### src/rtl/mc_ctl_pkg.sv
// Shared definitions for the multicycle controller: opcodes, FSM states and
// instruction field positions.
package mc_ctl_pkg;

    typedef enum logic [2:0] {
        ST_IDLE,
        ST_FETCH0,
        ST_FETCH1,
        ST_DEC0,
        ST_DEC1,
        ST_EXEC0,
        ST_EXEC1,
        ST_HALT
    } state_e;

    localparam logic [4:0] OP_ADD = 5'd0;
    localparam logic [4:0] OP_SUB = 5'd1;
    localparam logic [4:0] OP_LSF = 5'd2;
    localparam logic [4:0] OP_RSF = 5'd3;
    localparam logic [4:0] OP_AND = 5'd4;
    localparam logic [4:0] OP_OR  = 5'd5;
    localparam logic [4:0] OP_XOR = 5'd6;
    localparam logic [4:0] OP_LHI = 5'd7;
    localparam logic [4:0] OP_LD  = 5'd8;
    localparam logic [4:0] OP_ST  = 5'd9;
    localparam logic [4:0] OP_JLT = 5'd16;
    localparam logic [4:0] OP_JLE = 5'd17;
    localparam logic [4:0] OP_JEQ = 5'd18;
    localparam logic [4:0] OP_JNE = 5'd19;
    localparam logic [4:0] OP_JIN = 5'd20;
    localparam logic [4:0] OP_HLT = 5'd24;

    localparam int OPC_LSB  = 25;
    localparam int DST_LSB  = 22;
    localparam int SRC0_LSB = 19;
    localparam int SRC1_LSB = 16;
    localparam int IMM_W    = 16;
    localparam int INST_W   = 30;

    // Ops whose result is written back to dst from the ALU output.
    function automatic logic is_alu_op(input logic [4:0] op);
        return op <= OP_LHI;
    endfunction

    function automatic logic is_cond_jump(input logic [4:0] op);
        return (op == OP_JLT) || (op == OP_JLE) || (op == OP_JEQ) || (op == OP_JNE);
    endfunction

endpackage

### src/rtl/mc_ctl_regfile.sv
// Register file r2..r7 with two combinational read ports and one synchronous
// write port; r0 reads zero, r1 reads the current immediate.
module mc_ctl_regfile
    import mc_ctl_pkg::*;
#(
    parameter int DW = 32
) (
    input  logic          clk,
    input  logic          reset,
    input  logic [2:0]    rd0_addr_i,
    output logic [DW-1:0] rd0_data_o,
    input  logic [2:0]    rd1_addr_i,
    output logic [DW-1:0] rd1_data_o,
    input  logic [DW-1:0] imm_i,
    input  logic          we_i,
    input  logic [2:0]    wr_addr_i,
    input  logic [DW-1:0] wr_data_i
);

    logic [DW-1:0] regs_q [2:7];

    // NOTE: the register file is small and software relies on r2..r7 reading zero after reset,
    // so every entry is cleared rather than left uninitialised like a RAM.
    always_ff @(posedge clk) begin
        if (reset) begin
            for (int i = 2; i < 8; i++) regs_q[i] <= '0;
        end else if (we_i) begin
            for (int i = 2; i < 8; i++) begin
                if (wr_addr_i == 3'(i)) regs_q[i] <= wr_data_i;
            end
        end
    end

    always_comb begin
        rd0_data_o = '0;
        rd1_data_o = '0;
        if (rd0_addr_i == 3'd1) rd0_data_o = imm_i;
        if (rd1_addr_i == 3'd1) rd1_data_o = imm_i;
        for (int i = 2; i < 8; i++) begin
            if (rd0_addr_i == 3'(i)) rd0_data_o = regs_q[i];
            if (rd1_addr_i == 3'(i)) rd1_data_o = regs_q[i];
        end
    end

endmodule

### src/rtl/mc_ctl.sv
// Multicycle fetch/decode/execute controller for the SP core, driving a
// single-port SRAM with configurable read latency and an external ALU.
module mc_ctl
    import mc_ctl_pkg::*;
#(
    parameter int DW      = 32,
    parameter int AW      = 16,
    parameter int MEM_LAT = 1
) (
    input  logic          clk,
    input  logic          reset,
    input  logic          start,
    output logic [AW-1:0] mem_addr,
    output logic [DW-1:0] mem_di,
    output logic          mem_en,
    output logic          mem_we,
    input  logic [DW-1:0] mem_do,
    output logic [4:0]    opcode,
    output logic [DW-1:0] alu0,
    output logic [DW-1:0] alu1,
    input  logic [DW-1:0] alu_out,
    output logic          busy,
    output logic          halted,
    output logic [31:0]   retired_cnt
);

    localparam int WW = (MEM_LAT > 1) ? $clog2(MEM_LAT) : 1;

    state_e              state_q, state_d;
    logic [AW-1:0]       pc_q, pc_d;
    logic [INST_W-1:0]   inst_q, inst_d;
    logic [4:0]          opcode_q, opcode_d;
    logic [2:0]          dst_q, dst_d, src0_q, src0_d, src1_q, src1_d;
    logic [DW-1:0]       imm_q, imm_d;
    logic [DW-1:0]       alu0_q, alu0_d, alu1_q, alu1_d, aluout_q, aluout_d;
    logic [31:0]         retired_q, retired_d;
    logic [WW-1:0]       wait_q, wait_d;

    logic          wait_done, wait_count;
    logic [AW-1:0] pc_inc;
    logic [2:0]    rd0_addr;
    logic [DW-1:0] rd0_data, rd1_data;
    logic          rf_we;
    logic [2:0]    rf_waddr;
    logic [DW-1:0] rf_wdata;

    mc_ctl_regfile #(.DW(DW)) u_regfile (
        .clk        (clk),
        .reset      (reset),
        .rd0_addr_i (rd0_addr),
        .rd0_data_o (rd0_data),
        .rd1_addr_i (src1_q),
        .rd1_data_o (rd1_data),
        .imm_i      (imm_q),
        .we_i       (rf_we),
        .wr_addr_i  (rf_waddr),
        .wr_data_i  (rf_wdata)
    );

    assign wait_done = (wait_q == WW'(MEM_LAT - 1));
    assign pc_inc    = pc_q + AW'(1);
    assign rd0_addr  = (opcode_q == OP_LHI) ? dst_q : src0_q;

    // NOTE: every next-state signal gets its hold value first, so no path through this block
    // leaves a variable unassigned and no latch is inferred.
    always_comb begin
        state_d   = state_q;
        pc_d      = pc_q;
        inst_d    = inst_q;
        opcode_d  = opcode_q;
        dst_d     = dst_q;
        src0_d    = src0_q;
        src1_d    = src1_q;
        imm_d     = imm_q;
        alu0_d    = alu0_q;
        alu1_d    = alu1_q;
        aluout_d  = aluout_q;
        retired_d = retired_q;
        rf_we     = 1'b0;
        rf_waddr  = dst_q;
        rf_wdata  = aluout_q;

        case (state_q)
            ST_IDLE, ST_HALT: begin
                if (start) begin
                    state_d   = ST_FETCH0;
                    pc_d      = '0;
                    retired_d = '0;
                end
            end
            ST_FETCH0: state_d = ST_FETCH1;
            ST_FETCH1: begin
                if (wait_done) begin
                    inst_d  = mem_do[INST_W-1:0];
                    state_d = ST_DEC0;
                end
            end
            ST_DEC0: begin
                opcode_d = inst_q[OPC_LSB +: 5];
                dst_d    = inst_q[DST_LSB +: 3];
                src0_d   = inst_q[SRC0_LSB +: 3];
                src1_d   = inst_q[SRC1_LSB +: 3];
                imm_d    = {{(DW-IMM_W){inst_q[IMM_W-1]}}, inst_q[IMM_W-1:0]};
                state_d  = ST_DEC1;
            end
            ST_DEC1: begin
                alu0_d  = rd0_data;
                alu1_d  = (opcode_q == OP_LHI) ? imm_q : rd1_data;
                state_d = ST_EXEC0;
            end
            ST_EXEC0: begin
                aluout_d = alu_out;
                state_d  = ST_EXEC1;
            end
            ST_EXEC1: begin
                if (opcode_q == OP_LD) begin
                    if (wait_done) begin
                        rf_we     = 1'b1;
                        rf_wdata  = mem_do;
                        pc_d      = pc_inc;
                        retired_d = retired_q + 32'd1;
                        state_d   = ST_FETCH0;
                    end
                end else begin
                    pc_d      = pc_inc;
                    retired_d = retired_q + 32'd1;
                    state_d   = ST_FETCH0;
                    if (is_alu_op(opcode_q)) begin
                        rf_we = 1'b1;
                    end else if (is_cond_jump(opcode_q)) begin
                        if (aluout_q != '0) begin
                            rf_we    = 1'b1;
                            rf_waddr = 3'd7;
                            rf_wdata = DW'(pc_q);
                            pc_d     = imm_q[AW-1:0];
                        end
                    end else if (opcode_q == OP_JIN) begin
                        rf_we    = 1'b1;
                        rf_waddr = 3'd7;
                        rf_wdata = DW'(pc_q);
                        pc_d     = alu0_q[AW-1:0];
                    end else if (opcode_q == OP_HLT) begin
                        pc_d    = pc_q;
                        state_d = ST_HALT;
                    end
                end
            end
            default: state_d = ST_IDLE;
        endcase
    end

    // The SRAM latency counter restarts on every state change.
    assign wait_count = (state_q == ST_FETCH1) || ((state_q == ST_EXEC1) && (opcode_q == OP_LD));
    always_comb begin
        wait_d = wait_q;
        if (state_d != state_q) wait_d = '0;
        else if (wait_count)    wait_d = wait_q + WW'(1);
    end

    // NOTE: state registers use non-blocking assignments so every flop samples pre-edge values.
    always_ff @(posedge clk) begin
        if (reset) begin
            state_q   <= ST_IDLE;
            pc_q      <= '0;
            inst_q    <= '0;
            opcode_q  <= '0;
            dst_q     <= '0;
            src0_q    <= '0;
            src1_q    <= '0;
            imm_q     <= '0;
            alu0_q    <= '0;
            alu1_q    <= '0;
            aluout_q  <= '0;
            retired_q <= '0;
            wait_q    <= '0;
        end else begin
            state_q   <= state_d;
            pc_q      <= pc_d;
            inst_q    <= inst_d;
            opcode_q  <= opcode_d;
            dst_q     <= dst_d;
            src0_q    <= src0_d;
            src1_q    <= src1_d;
            imm_q     <= imm_d;
            alu0_q    <= alu0_d;
            alu1_q    <= alu1_d;
            aluout_q  <= aluout_d;
            retired_q <= retired_d;
            wait_q    <= wait_d;
        end
    end

    // The write strobe is gated by reset so an aborted store never reaches the SRAM.
    assign mem_we      = (state_q == ST_EXEC1) && (opcode_q == OP_ST) && !reset;
    assign mem_addr    = ((state_q == ST_FETCH0) || (state_q == ST_FETCH1)) ? pc_q : alu1_q[AW-1:0];
    assign mem_di      = alu0_q;
    assign mem_en      = 1'b1;
    assign opcode      = opcode_q;
    assign alu0        = alu0_q;
    assign alu1        = alu1_q;
    assign busy        = (state_q != ST_IDLE) && (state_q != ST_HALT);
    assign halted      = (state_q == ST_HALT);
    assign retired_cnt = retired_q;

endmodule

### config.mk
export PLATFORM = sky130hd
export DESIGN_NAME = mc_ctl
export DESIGN_NICKNAME = d
export VERILOG_FILES = /design/src/rtl/mc_ctl_pkg.sv /design/src/rtl/mc_ctl_regfile.sv /design/src/rtl/mc_ctl.sv
export SDC_FILE = /design/constraint.sdc
export NUM_CORES = 1
export LEC_CHECK = 0
export CORE_MARGIN = 1
export CORE_UTILIZATION = 52
export DETAILED_ROUTE_END_ITERATION = 6
export GPL_ROUTABILITY_DRIVEN = 0
export GPL_TIMING_DRIVEN = 1
export PLACE_DENSITY = 0.77
export SLEW_MARGIN = 20
export SYNTH_ARGS = -nofsm -noshare
export SYNTH_HDL_FRONTEND = slang
export SYNTH_SLANG_ARGS = --single-unit
### constraint.sdc
create_clock -name clk -period 3.8 [get_ports clk]
set_input_delay 0.57 -clock clk [delete_from_list [all_inputs] [get_ports clk]]
set_output_delay 0.57 -clock clk [all_outputs]
set_load 0.01 [all_outputs]
==> impl_metrics.py, run 1 <==
metrics = {
    "sta": {
        "drv_slew": 0,
        "period_share": 0.882,
        "tightest_slew_ps": 1000,
        "fin_setup_tns_ps": 0,
        "hold_viol": 0,
        "hold_ws_ps": 449,
        "fmax_ghz": 0.298,
        "fin_crit_ps": 3350,
        "rsz0062_at_grt": "no",
        "setup_viol": 0,
        "finClkSkew_ps": 15.0,
        "slew_headroom": 0.330,
    },
    "die": {
        "fp.dieH_um": 200,
        "initial_core_util": 0.527,
        "core-area_um2": 38600,
        "die_w_um": 200,
        "io_pins": 220,
        "dieArea_um2": 39900,
        "rows": 72,
    },
    "logic_synthesis": {
        "ys_async_sr_fraction": 0,
        "synth.top_cell.area_share": 0.283,
        "netlist_top_cells_count": "nand2_1 (354), nor2_1 (265), a21oi_1 (249), dfxtp_1 (208), edfxtp_1 (192)",
        "ys_seq_area_frac": 0.488,
        "synth_top_area_cell": "edfxtp_1",
        "syn_avg_cell_area_um2": 9.14,
        "syn_nets": 2295,
        "syn_inst": 2226,
        "synthFlopType": "dfxtp_1",
        "synth.most_common_cell": "nand2_1",
        "synth_area_leaders": "edfxtp_1 (28%), dfxtp_1 (20%), nand2_1 (6.5%), a21oi_1 (6.1%), nor2_1 (4.9%)",
        "ys_seq_elements": 400,
        "ys_types": 71,
        "yosys_warnings": 0,
        "synth_edf_count": 192,
        "syn_area_um2": 20400,
    },
    "power_and_ir_drop": {
        "powerDensity_nw_per_um2": 389,
        "switchingPower_w": 0.00217,
        "total_power_w": 0.00936,
        "pwr-share-comb": 0.062,
        "irDropWorstVdd_uv": 347,
        "seqPwrFrac": 0.503,
        "p_clk_frac": 0.434,
        "swShare": 0.231,
        "leakagePower_nw": 7.86,
        "internal_power_w": 0.00720,
    },
    "final_layout": {
        "drive_above_1_share": 0.0978,
        "final_util": 0.623,
        "area_growth_pct": 18.3,
        "fin_nets": 2397,
        "stdcell_area_um2": 24100,
        "n_antenna_cell": 0,
    },
    "routing": {
        "drt_iter0_drc": 2405,
        "vias_per_cell": 6.55,
        "wire_per_inst_um": 24.0,
        "drc": 1,
        "vias": 18861,
        "wl_um": 69000,
        "first_pass_iters": 7,
        "ant_nets": 0,
    },
    "global_routing": {
        "grt_overflow": 0,
        "grt_usage": 0.343,
        "grt_pass1_vias": 18147,
        "grt_pass1_wl_um": 104000,
        "antenna_found_initial": 0,
        "grt_max_degree": 177,
    },
    "clocking": {
        "path_clk_slew_ps": 60,
        "cts_setup_buffers": 0,
        "ctsHoldBuffers": 0,
        "tritoncts": "yes",
        "cts-buffers-inserted": 41,
        "clock-root-buffer": "clkbuf_16",
        "cts_max_path_buffers": 3,
        "cts_max_level": 2,
        "post_cts_resized": 0,
        "insertion_delay_ps": 550,
        "cts.sinks": 400,
    },
    "critical_path": {
        "required_ps": 3230,
        "ff2ff_path_depth": 7,
        "criticalPathCategory": "flop to output port",
        "crit_start": "state_q[1]",
        "crit_end": "mem_addr[7]",
        "cp-start-kind": "flop",
        "cp.arrival_ps": 2780,
        "r2r_end": "alu0[0]",
        "cp_max_fo": 19,
        "r2r-start": "opcode[2]",
        "crit_path_end_kind": "output port",
        "r2r_slack_ps": 700,
    },
    "flow_run": {
        "maxCapViolCount": 0,
    },
    "outcome": {
        "violations": "DRC",
        "status": "finished, violations left",
    },
    "placed_design": {
        "place.port_buffers": 218,
        "dp_hpwl_um": 43800,
        "post_dp_cell_area_um2": 22700,
    },
    "worst_hold_path": {
        "hold_class": "flop to flop",
        "holdPathStages": 2,
    },
}
[placed cells by master (no fill, tap or decap), types with 17 or more instances in the layout]
master and instances:
a211oi_1 47, a21oi_1 249, a221oi_1 51, a22oi_1 80, buf_4 54, clkbuf_16 44
clkdlybuf4s50_1 217, dfxtp_1 205, edfxtp_1 192, inv_1 17, mux2_2 62, mux2i_1 51
nand2_1 354, nand3_1 23, nor2_1 262, nor2b_1 25, nor3_1 28, o211ai_1 19
o21a_1 20, o21ai_0 58, o32ai_1 31, xnor2_1 19
[logic make-up (layout without fill, tap and decap cells)]
group,Yosys count,count (layout),synth area share
simple gates,781,781,0.165
flops,400,400,0.488
mux,113,113,0.0594
fa+ha+maj,2,2,0.00123
other cells,1,1,0.000184
compound gates,660,660,0.216
buf+inv,236,371,0.0559
xor+xnor,33,33,0.0142
[area by class of cell]
class	instances	area [um2]
clock buffers	61	1180
clock inverters	15	148
fillers	3153	14600
inverters	17	63.8
multi-input cells	1590	9380
flip-flops and latches	400	9930
well taps	518	648
repair buffers	278	2720
[sequential cells by signal (all words and copies together), names as in the netlist, 16 cells and up]
signal	cells
u_regfile.regs_q	192
aluout_q	32
pc_q	16
alu1	32
inst_q	30
retired_cnt	32
imm_q	16
alu0	32
[worst min-delay path by stage]
stage / start / slack [ps] / endpoint
after floorplan: inst_q[27] / 430 / opcode[2]
after global placement: inst_q[18] / 440 / src1_q[2]
after detailed placement: inst_q[17] / 440 / src1_q[1]
after CTS: inst_q[17] / 450 / src1_q[1]
after global routing: inst_q[6] / 470 / imm_q[6]
final: inst_q[6] / 450 / imm_q[6]
[power by group through the flow]
stage | sequential, W | clock (W) | combinational [W]
floorplan | 0.00476 | 0 | 0.000354
global placement | 0.00479 | 0 | 0.000557
detailed placement | 0.00480 | 0 | 0.000570
CTS | 0.00471 | 0.00407 | 0.000574
global route | 0.00472 | 0.00425 | 0.000621
finish | 0.00471 | 0.00407 | 0.000584
[stage by stage]
step | worst slack (ps) | cells
floorplan | 339 | 2226
global placement | 789 | 2803
detailed placement | 715 | 2803
CTS | 475 | 2879
global route | 323 | 2879
finish | 448 | 2879
[critical path: stages (launching register included)]
cell	delay, ps
dfxtp_1	700
xnor2_1	150
nor2_1	140
buf_4	250
inv_1	180
o21ai_0	220
clkdlybuf4s50_1	570
[per-layer routing]
layer  vias up  wire length (um)  track usage  part of all wire
met2      1355             30900        0.533              0.45
met4         0              3160        0.159             0.046
met3       272              9480        0.107              0.14
met1      8941             25500        0.436              0.37
li1       8293                 -            -                 -
met5         -                 0            0                 0
Power figures use the tool's default switching activity.
==> run 2, diff against run 1 <==
--- a/config.mk
+++ b/config.mk
@@ -10,7 +10,7 @@
 export DETAILED_ROUTE_END_ITERATION = 6
 export GPL_ROUTABILITY_DRIVEN = 0
 export GPL_TIMING_DRIVEN = 1
-export PLACE_DENSITY = 0.77
+export PLACE_DENSITY = 0.74
 export SLEW_MARGIN = 20
 export SYNTH_ARGS = -nofsm -noshare
 export SYNTH_HDL_FRONTEND = slang
==> constraint.sdc (replaced) <==
create_clock -name clk -period 3.36 [get_ports clk]
set_input_delay 0.504 -clock clk [delete_from_list [all_inputs] [get_ports clk]]
set_output_delay 0.504 -clock clk [all_outputs]
set_load 0.01 [all_outputs]
==> run 2 against run 1 <==
The run still ends with DRC left. Global-route usage rose by 1.1 points. Setup slack got worse by 250 ps. Via count rose by 0.59%. Clock-buffer cell count rose by 3. Largest power group unchanged. Die area did not move.
==> impl_metrics.py, run 2 (same netlist as run 1, synthesis figures left out) <==
metrics = {
    "die": {
        "io_pins": 220,
        "rows": 72,
        "fp.dieH_um": 200,
        "core-area_um2": 38600,
        "initial_core_util": 0.527,
        "die_w_um": 200,
        "dieArea_um2": 39900,
    },
    "clocking": {
        "clock-root-buffer": "clkbuf_16",
        "path_clk_slew_ps": 60,
        "cts-buffers-inserted": 43,
        "insertion_delay_ps": 560,
        "cts_max_path_buffers": 3,
        "cts_max_level": 2,
        "ctsHoldBuffers": 0,
        "cts.sinks": 400,
        "cts_setup_buffers": 0,
        "post_cts_resized": 0,
        "tritoncts": "yes",
    },
    "sta": {
        "fmax_ghz": 0.317,
        "drv_slew": 0,
        "rsz0062_at_grt": "no",
        "slew_headroom": 0.417,
        "setup_viol": 0,
        "fin_setup_tns_ps": 0,
        "period_share": 0.940,
        "finClkSkew_ps": 21.1,
        "hold_viol": 0,
        "tightest_slew_ps": 874,
        "fin_crit_ps": 3160,
    },
    "global_routing": {
        "grt_usage": 0.354,
        "grt_pass1_wl_um": 107000,
        "grt_pass1_vias": 17877,
        "grt_overflow": 0,
        "antenna_found_initial": 0,
        "grt_max_degree": 176,
    },
    "final_layout": {
        "largest_reg_flops": 192,
        "largest-register": "u_regfile.regs_q",
        "fin_nets": 2416,
        "area_growth_pct": 19.4,
        "fin_cells": 2898,
        "final_util": 0.629,
        "regArea_um2": 9930,
        "n_antenna_cell": 0,
        "drive_above_1_share": 0.108,
        "multi_input_area_um2": 9370,
        "fill_cells": 3164,
        "final_cell_mix": "nand2_1 (354), nor2_1 (262), a21oi_1 (249)",
        "final_common_cell": "nand2_1",
    },
    "placed_design": {
        "dp_cells": 2820,
        "place.port_buffers": 218,
        "dp_hpwl_um": 44600,
    },
    "outcome": {
        "violations": "DRC",
        "status": "finished, violations left",
    },
    "power_and_ir_drop": {
        "powerDensity_nw_per_um2": 446,
        "total_power_w": 0.0108,
        "leakagePower_nw": 7.99,
        "irDropWorstVdd_uv": 317,
    },
    "critical_path": {
        "crit_path_end_kind": "output port",
        "cp-start-kind": "flop",
        "cp_slowest_stage_delay_ps": 640,
        "criticalPathCategory": "flop to output port",
        "required_ps": 2860,
        "cpMaxStageDelayCell": "dfxtp_1",
        "path_cells": "xnor2_1 > nor2_1 > buf_4 > inv_1 > o21ai_0 > clkdlybuf4s50_1",
        "cp.arrival_ps": 2650,
        "cp_max_fo": 15,
    },
    "routing": {
        "vias_per_cell": 6.55,
        "ant_nets": 0,
        "drc": 5,
        "wl_um": 71000,
        "drt_iter0_drc": 2423,
        "wire_per_inst_um": 24.5,
        "first_pass_iters": 7,
        "vias": 18972,
    },
    "flow_run": {
        "maxCapViolCount": 0,
    },
    "worst_hold_path": {
        "hold_class": "flop to flop",
    },
}
## run 2: final cells by class
type / instances / area share
Inverter: 17 / 0.00263
Clock inverter: 14 / 0.00608
Timing Repair Buffer: 295 / 0.118
Clock buffer: 64 / 0.0526
Sequential cell: 400 / 0.409
Tap cell: 518 / 0.0267
Multi-Input combinational cell: 1590 / 0.386
## run 2: metrics by stage
stage | worst slack, ps | cell area (um2) | hold slack, ps
5_1_grt | 12.9 | 24300 | 451
3_3_place_gp | 499 | 22900 | 430
6_report | 202 | 24300 | 445
3_5_place_dp | 410 | 22900 | 437
4_1_cts | 123 | 24300 | 445
2_1_floorplan | 39.5 | 20400 | 432
## run 2: path summary, 6_finish.rpt
| path | cells after the start | to | slack, ps | from |
|---|---|---|---|---|
| setup / recovery | 6 | mem_addr[12] | 200 | state_q[0] |
| hold / removal | 2 | imm_q[0] | 450 | inst_q[0] |
| setup reg to reg | 8 | u_regfile.regs_q[0][146] | 240 | aluout_q[18] |
| hold reg to reg | 2 | imm_q[0] | 450 | inst_q[0] |
## run 2: where the power goes
| part | internal (W) | total [W] | switching (W) |
|---|---|---|---|
| Sequential | 0.00522 | 0.00533 | 0.000105 |
| Combinational | 0.000247 | 0.000683 | 0.000436 |
| Clock | 0.00286 | 0.00482 | 0.00196 |
## run 2: critical path, delay by kind of cell, from the launching register on
family                 cells  cell delay, ps
AO/OA/AOI/OAI              1             210
XOR/XNOR                   1             110
AND/OR/NAND/NOR            1             130
buffers and inverters      3            1010
flip-flops                 1             640
## run 2: layer usage
layer | global-route usage | routed length (um)
met3 | 0.0872 | 8910
met4 | 0.146 | 2850
met1 | 0.475 | 27300
met2 | 0.548 | 32000
met5 | 0 | 0
